--- src/rtl/tick_gen_pkg.sv ---
`default_nettype none
// ============================================================================
// Module      : tick_gen_pkg
// Description : Shared types and default game-rate divide values for the
//               programmable tick generator (25 MHz system clock).
// Revision    : 1.0 - initial release
// ============================================================================
package tick_gen_pkg;

    // Channel behaviour after its counter reaches zero
    typedef enum logic {
        TICK_PERIODIC = 1'b0,
        TICK_ONESHOT  = 1'b1
    } tick_mode_e;

    // Default divide values D (period D+1 cycles) at 25 MHz
    localparam int unsigned c_div_ball   = 32'd249_999;     // 100 Hz ball step
    localparam int unsigned c_div_paddle = 32'd124_999;     // 200 Hz paddle step
    localparam int unsigned c_div_ai     = 32'd833_332;     // ~30 Hz AI reaction
    localparam int unsigned c_div_blink  = 32'd12_499_999;  // 2 Hz score blink

endpackage : tick_gen_pkg
`default_nettype wire

--- src/rtl/tick_chan.sv ---
`default_nettype none
// ============================================================================
// Module      : tick_chan
// Description : One tick channel: programmable down-counter emitting a
//               single-cycle registered strobe every D+1 enabled cycles, or
//               once per arm in one-shot mode.
// Revision    : 1.0 - initial release
// ============================================================================
module tick_chan
    import tick_gen_pkg::*;
#(
    parameter int CNT_W = 26
) (
    input  logic             clk,
    input  logic             rst,
    input  logic             i_wr,
    input  logic [CNT_W-1:0] i_div,
    input  logic             i_mode,
    input  logic             i_en,
    output logic             o_tick,
    output logic             o_busy
);

    localparam logic [CNT_W-1:0] c_one = CNT_W'(1);

    logic [CNT_W-1:0] r_div;
    logic [CNT_W-1:0] r_cnt;
    tick_mode_e       r_mode;
    logic             r_armed;
    logic             r_en_q;
    logic             r_tick;
    logic             w_rise;

    // A rising enable restarts the period from the stored divide value
    assign w_rise = i_en & ~r_en_q;

    // Config write has priority over the enable edge, which has priority
    // over normal counting; a write in a due cycle suppresses that tick.
    always_ff @(posedge clk) begin
        if (rst) begin
            r_div   <= '0;
            r_mode  <= TICK_PERIODIC;
            r_cnt   <= '0;
            r_armed <= 1'b0;
            r_en_q  <= 1'b0;
            r_tick  <= 1'b0;
        end else begin
            r_en_q <= i_en;
            r_tick <= 1'b0;
            if (i_wr) begin
                r_div   <= i_div;
                r_mode  <= tick_mode_e'(i_mode);
                r_cnt   <= i_div;
                r_armed <= 1'b1;
            end else if (w_rise) begin
                r_cnt   <= r_div;
                r_armed <= 1'b1;
            end else if (i_en && r_armed) begin
                if (r_cnt != '0) begin
                    r_cnt <= r_cnt - c_one;
                end else begin
                    r_tick <= 1'b1;
                    if (r_mode == TICK_PERIODIC) begin
                        r_cnt <= r_div;
                    end else begin
                        r_armed <= 1'b0;
                    end
                end
            end
        end
    end

    assign o_tick = r_tick;
    assign o_busy = i_en & r_armed;

endmodule : tick_chan
`default_nettype wire

--- src/rtl/tick_gen.sv ---
`default_nettype none
// ============================================================================
// Module      : tick_gen
// Description : Multi-channel programmable clock-enable generator with a
//               shared configuration port and a free-running counter.
// Revision    : 1.0 - initial release
// ============================================================================
module tick_gen
    import tick_gen_pkg::*;
#(
    parameter int NUM_CH = 4,
    parameter int CNT_W  = 26,
    parameter int FREE_W = 32
) (
    input  logic                                         clk,
    input  logic                                         reset,
    input  logic                                         cfg_we,
    input  logic [$clog2(NUM_CH > 1 ? NUM_CH : 2)-1:0]   cfg_ch,
    input  logic [CNT_W-1:0]                             cfg_div,
    input  logic                                         cfg_mode,
    input  logic [NUM_CH-1:0]                            ch_en,
    output logic [NUM_CH-1:0]                            tick,
    output logic [NUM_CH-1:0]                            busy,
    output logic [FREE_W-1:0]                            free_cnt
);

    localparam int CH_W = $clog2(NUM_CH > 1 ? NUM_CH : 2);

    logic [NUM_CH-1:0] w_wr;
    logic [FREE_W-1:0] r_free;

    // One channel per bit; a channel index outside the bank matches no decode
    for (genvar k = 0; k < NUM_CH; k++) begin : g_ch
        assign w_wr[k] = cfg_we & (cfg_ch == CH_W'(k));

        tick_chan #(
            .CNT_W (CNT_W)
        ) u_chan (
            .clk    (clk),
            .rst    (reset),
            .i_wr   (w_wr[k]),
            .i_div  (cfg_div),
            .i_mode (cfg_mode),
            .i_en   (ch_en[k]),
            .o_tick (tick[k]),
            .o_busy (busy[k])
        );
    end

    // Free-running counter for legacy taps of raw divided bits
    always_ff @(posedge clk) begin
        if (reset) begin
            r_free <= '0;
        end else begin
            r_free <= r_free + FREE_W'(1);
        end
    end

    assign free_cnt = r_free;

endmodule : tick_gen
`default_nettype wire

--- config.mk ---
export PLATFORM = sky130hd
export DESIGN_NAME = tick_gen
export DESIGN_NICKNAME = d
export VERILOG_FILES = /design/src/rtl/tick_gen_pkg.sv /design/src/rtl/tick_chan.sv /design/src/rtl/tick_gen.sv
export SDC_FILE = /design/constraint.sdc
export NUM_CORES = 1
export LEC_CHECK = 0
export ABC_AREA = 1
export CORE_MARGIN = 2
export CORE_UTILIZATION = 55
export CTS_CLUSTER_SIZE = 10
export DETAILED_ROUTE_END_ITERATION = 8
export PLACE_DENSITY = 0.72
export RECOVER_POWER = 50
export SLEW_MARGIN = 20
export SYNTH_ARGS = -nofsm -noshare
export SYNTH_HDL_FRONTEND = slang
export SYNTH_SLANG_ARGS = --single-unit
--- constraint.sdc ---
create_clock -name clk -period 2.6 [get_ports clk]
set_clock_uncertainty 0.15 [all_clocks]
set_input_delay 0.39 -clock clk [delete_from_list [all_inputs] [get_ports clk]]
set_output_delay 0.39 -clock clk [all_outputs]
set_load 0.1 [all_outputs]
Word level (Yosys, flattened, before mapping):

Cells that the tools add are included.

* register bits after elaboration: 256
* bits in latches: 0
* RAM bits: 0
* memory bits (read-only): 0
* output and inout port bits: 40
* memories kept: 0

* $add $sub $neg: 5
* multiply operators: 0
* divide/modulo/power cells: 0
* magnitude comparators: 0
* equality and inequality tests: 11
* shift operators: 0
* mux-type cells: 44
* bitwise operators: 20
* reduce and logical (&&, ||, !) cells: 29

Operator list (count)
* 26-bit two-way mux: 20
* 26-bit nonzero test: 4
* 26-bit by 1-bit subtractor with 26-bit output (second input constant): 4
* 32-bit by 1-bit adder with 32-bit output (second input constant): 1
* 1-bit two-way mux: 24
* 3-bit nonzero test: 8
* 4-bit by 3-bit inequality test with 1-bit output (second input constant): 4
* 4-bit OR reduction: 4
* 1-bit bitwise AND: 12
* 3-bit by 1-bit inequality test with 1-bit output (second input constant): 4
* 3-bit AND reduction: 4
* 1-bit inverter: 8
* 2-bit AND reduction: 4
* 2-bit == test (second input constant): 2
* 1-bit logical AND: 4
* 2-bit by 1-bit == test with 1-bit output (second input constant): 1
* 2-bit logical NOT: 1

Longest topological paths before layout:

* word-level depth: 5
* gate-level depth with buffers: 13
* gate-level depth less buffers: 12

By module:

Synthesis repeated with hierarchy kept, for this count alone.

* cell total of the unflattened synthesis: 2415
* area total of the unflattened synthesis: 14821.7 µm²

Modules (own cells, without submodules)
* tick_chan: instances 4, cells each 538, area an instance 3280.6 µm², seq. area each 1121.1 µm²
* tick_gen: instances 1, cells each 263, area an instance 1699.1 µm², seq. area each 640.6 µm²

Worst setup path after synthesis:

No wires, ideal clock.

* path kind: reg-to-reg
* start point: reg r_free[0], in the netlist free_cnt[0]
* end point: reg r_free[30], in the netlist free_cnt[30]
* arrival time: 2.380 ns
* required time: 2.380 ns
* setup slack: 0.000 ns
* cell stages (with the launch flop): 7
* buffers on the path: 0
* clock period less this slack: 2.600 ns
* cells stage by stage: dfxtp_1 -> ha_1 -> nand2_1 -> nor3_1 -> nand4_1 -> or2_2 -> a21oi_1

* longest elaborated chain between the ends: 1

RTL lines
* from (decl): line tick_gen.sv:30 `logic [FREE_W-1:0] r_free;`
* from (signal assigned): line tick_gen.sv:55 `r_free <= r_free + FREE_W'(1);`
* 32-bit by 1-bit adder with 32-bit output: line tick_gen.sv:55

No other way between the ends.
A chain may end at the register's enable or synchronous reset.

Worst setup path after layout:

* start point: reg g_ch[1].u_chan.r_cnt[0]
* end point: reg g_ch[1].u_chan.r_cnt[17]

* longest elaborated chain between the ends: 5

RTL lines
* from (decl): line tick_chan.sv:27 `logic [CNT_W-1:0] r_cnt;`
* from (signal assigned): line tick_chan.sv:53 `r_cnt <= i_div;`
* from (signal assigned): line tick_chan.sv:56 `r_cnt <= r_div;`
* from (signal assigned): line tick_chan.sv:60 `r_cnt <= r_cnt - c_one;`
* 26-bit by 1-bit subtractor with 26-bit output or 26-bit nonzero test (tied branches): line tick_chan.sv:60, tick_chan.sv:59
* 26-bit two-way mux: line tick_chan.sv:59 `if (r_cnt != '0) begin`
* 26-bit two-way mux: line tick_chan.sv:58 `end else if (i_en && r_armed) begin`
* 26-bit two-way mux: line tick_chan.sv:55 `end else if (w_rise) begin`
* 26-bit two-way mux: line tick_chan.sv:50 `if (i_wr) begin`

Several ways; a longest one is shown, not always the timed one. The select of a mux whose other input is x is not followed.

==> impl_metrics.env <==
export IMPL_run_status="finished, violations left"
export IMPL_violations_in_the_final_reports="max-capacitance violations, max-slew violations"
export IMPL_crit_slowest_cell="dfxtp_1"
export IMPL_report_final_hold_viol_count=0
export IMPL_ys_ff_latch=256
export IMPL_syn_to_final_growth_pct=13.0
export IMPL_utilization_pct=62.7
export IMPL_commonest_cells_after_routing_fill_and_taps_aside="nand2_1 (893), nor2_1 (426), nand3_1 (274)"
export IMPL_holdWs_ps=271
export IMPL_die_w_um=171
export IMPL_critPathKind="flop to flop"
export IMPL_first_global_vias=15200
export IMPL_cts_htree_levels=1
export IMPL_antennaDiodeCount=0
export IMPL_worst_slew_margin_rel_pct=-18.0
export IMPL_synth_cell_types=35
export IMPL_gpl_final_weighted_congestion=0.962
export IMPL_multiInputGateArea_mm2=0.00866
export IMPL_fp_row_count=61
export IMPL_fp_dieH_um=171
export IMPL_rsz0062_at_grt="false"
export IMPL_post_route_drc_count=0
export IMPL_powerDensity_mw_per_mm2=649
export IMPL_cts_path_max_buffers=3
export IMPL_filler_cell_count=2744
export IMPL_core_area_mm2=0.0276
export IMPL_finish_net_count=2701
export IMPL_grt_max_degree=142
export IMPL_dr_wl_met3_mm=4.03
export IMPL_clock_sinks=256
export IMPL_top_metal_layer_carrying_routed_signals="met4"
export IMPL_power_static_leakage_nw=8.30
export IMPL_global_route_total_overflow=0
export IMPL_final_common_cell="nand2_1"
export IMPL_detail_route_antenna_nets=0
export IMPL_wire_length_of_the_first_global_routing_pass_mm=77.2
export IMPL_timing_setup_tns_ps=0
export IMPL_netlist_area_mm2=0.0153
export IMPL_share_of_post_route_cells_with_drive_strength_above_1_pct=7.86
export IMPL_pin_count=76
export IMPL_metal2_wl_mm=22.4
export IMPL_critical_path_top_delay_family="simple AND/OR/NAND/NOR gates"
export IMPL_critical_path_peak_fanout=15
export IMPL_clk_root_buffer_cell="clkbuf_16"
export IMPL_cts_buffers=31
export IMPL_period_needed_ps=2400
export IMPL_irDropWorstVdd_mv=0.484
export IMPL_area_sequential_mm2=0.00512
export IMPL_timing_critical_path_from_type="flop"
export IMPL_slew_at_the_pin_closest_to_its_max_slew_limit_ps=1770
export IMPL_fmax_ghz=0.416
export IMPL_cts_tree="yes"
export IMPL_synth_seq_area_share_pct=33.4
export IMPL_synth_avg_cell_area_um2=5.92
export IMPL_initial_utilization_pct=55.5
export IMPL_critical_path_cell_chain="inv_1, ha_1, nand2_1, nor2_2, nand2_1, nor2_1, nand2_2, nand2_2, a21oi_1, nand3_1, nand2_1, inv_1"
export IMPL_final_setup_viol_count=0
export IMPL_worstSkewPairLatency_ps=580
export IMPL_postSynthNetCount=2634
export IMPL_cp_num_buf_inv=2
export IMPL_critPathCaptureType="flop"
export IMPL_global_route_usage_total_pct=33.2
export IMPL_path_clk_slew_ps=60
export IMPL_drt_pass1_iter_count=6
export IMPL_path_common_cell="nand2_1"
export IMPL_synth_warning_count=0
export IMPL_met1Wirelength_mm=20.4
export IMPL_critical_path_required_ps=2920
export IMPL_grt_antenna_before_repair=0
export IMPL_design_die_area_mm2=0.0292
export IMPL_detailroute_via_count=16500
export IMPL_hold_class="primary input to flop"
export IMPL_synthCells=2593
export IMPL_arrival_ps=2720
export IMPL_dr_first_iter_drc_count=1319
export IMPL_avgRoutedWirePerCell_um=15.9
export IMPL_max_cap_violations=1
export IMPL_critical_path_max_stage_delay_ps=360
export IMPL_final_clock_period_utilization_by_the_worst_path_pct=92.5
export IMPL_portBuffers=75
export IMPL_placed_wire_length_estimate_after_detailed_placement_mm=34.2
export IMPL_report_final_slew_viol_count=142
export IMPL_totalWireLength_mm=48.6
export IMPL_detail_route_vias_per_cell=5.41
## final timing paths
check / start / end / cells after the start / slack [ps]
worst max-delay path: g_ch[1].u_chan.r_cnt[0] / g_ch[1].u_chan.r_cnt[17] / 12 / 200
worst min-delay path: ch_en[2] / g_ch[2].u_chan.r_en_q / 3 / 270
worst max register to register: g_ch[1].u_chan.r_cnt[0] / g_ch[1].u_chan.r_cnt[17] / 12 / 200
worst min register to register: g_ch[2].u_chan.r_div[12] / g_ch[2].u_chan.r_div[12] / 2 / 310
## layout make-up
type                       instances  share of cell area, %
multi-input combinational       1964                   49.9
tap                              378                   2.73
clock buffer                      39                   4.88
inverter                         272                   5.90
sequential                       256                   29.6
clock inverter                     5                  0.166
timing repair buffer             135                   6.83
## per-stage QoR
| stage | setup WS (ps) | cells | total power [W] | instance area [um^2] |
|---|---|---|---|---|
| floorplan | 0.0442 | 2593 | 0.00657 | 15300 |
| global placement | 75.0 | 3005 | 0.00732 | 16600 |
| detailed placement | 44.0 | 3005 | 0.00736 | 16600 |
| CTS | 148 | 3049 | 0.0113 | 17400 |
| global route | 43.3 | 3049 | 0.0118 | 17300 |
| finish | 195 | 3049 | 0.0113 | 17300 |
## cell families (layout without fill, tap and decap cells)
kind of cell             Yosys count  in the layout  share of synthesized area, %
AND/OR/NAND/NOR                 1745           1745                          48.2
buffers and inverters            373            451                          10.2
flip-flops                       256            256                          33.4
AO/OA/AOI/OAI                    188            188                          6.28
XOR/XNOR                          26             26                          1.48
adder cells (fa/ha/maj)            5              5                         0.408
## where the power goes
part	leakage (nW)	switching (W)	internal (W)	total, W
combinational	5.77	0.00199	0.000940	0.00293
clock	0.436	0.00168	0.00224	0.00392
sequential	2.10	0.000227	0.00417	0.00440
total	8.30	0.00390	0.00735	0.0113
## timing repair
action	CTS	global route
setup endpoints to repair	0	13
hold buffers	0	0
resized for setup	0	1
setup buffers	0	0
## cell usage after synthesis, drive strengths merged
library cell	count	share of area [%]
nand3b	3	0.15
clkinv	2	0.049
nand3	278	9.4
nand4	53	2.2
o21ai	37	1.2
nor3b	1	0.049
xnor2	2	0.11
inv	270	6.6
nor2	461	12
nor3	20	0.76
a21oi	148	4.9
o21a	3	0.15
nand2	915	23
buf	64	2.6
ha	5	0.41
nor4	5	0.20
clkbuf	37	0.91
and3	1	0.041
or2	8	0.33
dfxtp	256	33
xor2	24	1.4
## layer usage
metal	up-vias	global-route usage [%]
met3	112	5.44
met2	609	56.7
met5	-	0
met1	7514	41.8
li1	8246	-
met4	0	12.7
## flip-flops by register name, indices dropped and copies added, names as in the netlist
signal and count:
g_ch.u_chan.r_en_q 4, free_cnt 32, g_ch.u_chan.r_mode 4, g_ch.u_chan.r_cnt 104, g_ch.u_chan.r_div 104, g_ch.u_chan.r_armed 4
g_ch.u_chan.o_tick 4
## tightest hold or removal path: cells and delay by family
family	cells	cell delay, ps
buf+inv	2	510
simple gates	1	40
No activity file was read; power rests on OpenSTA's default activity.
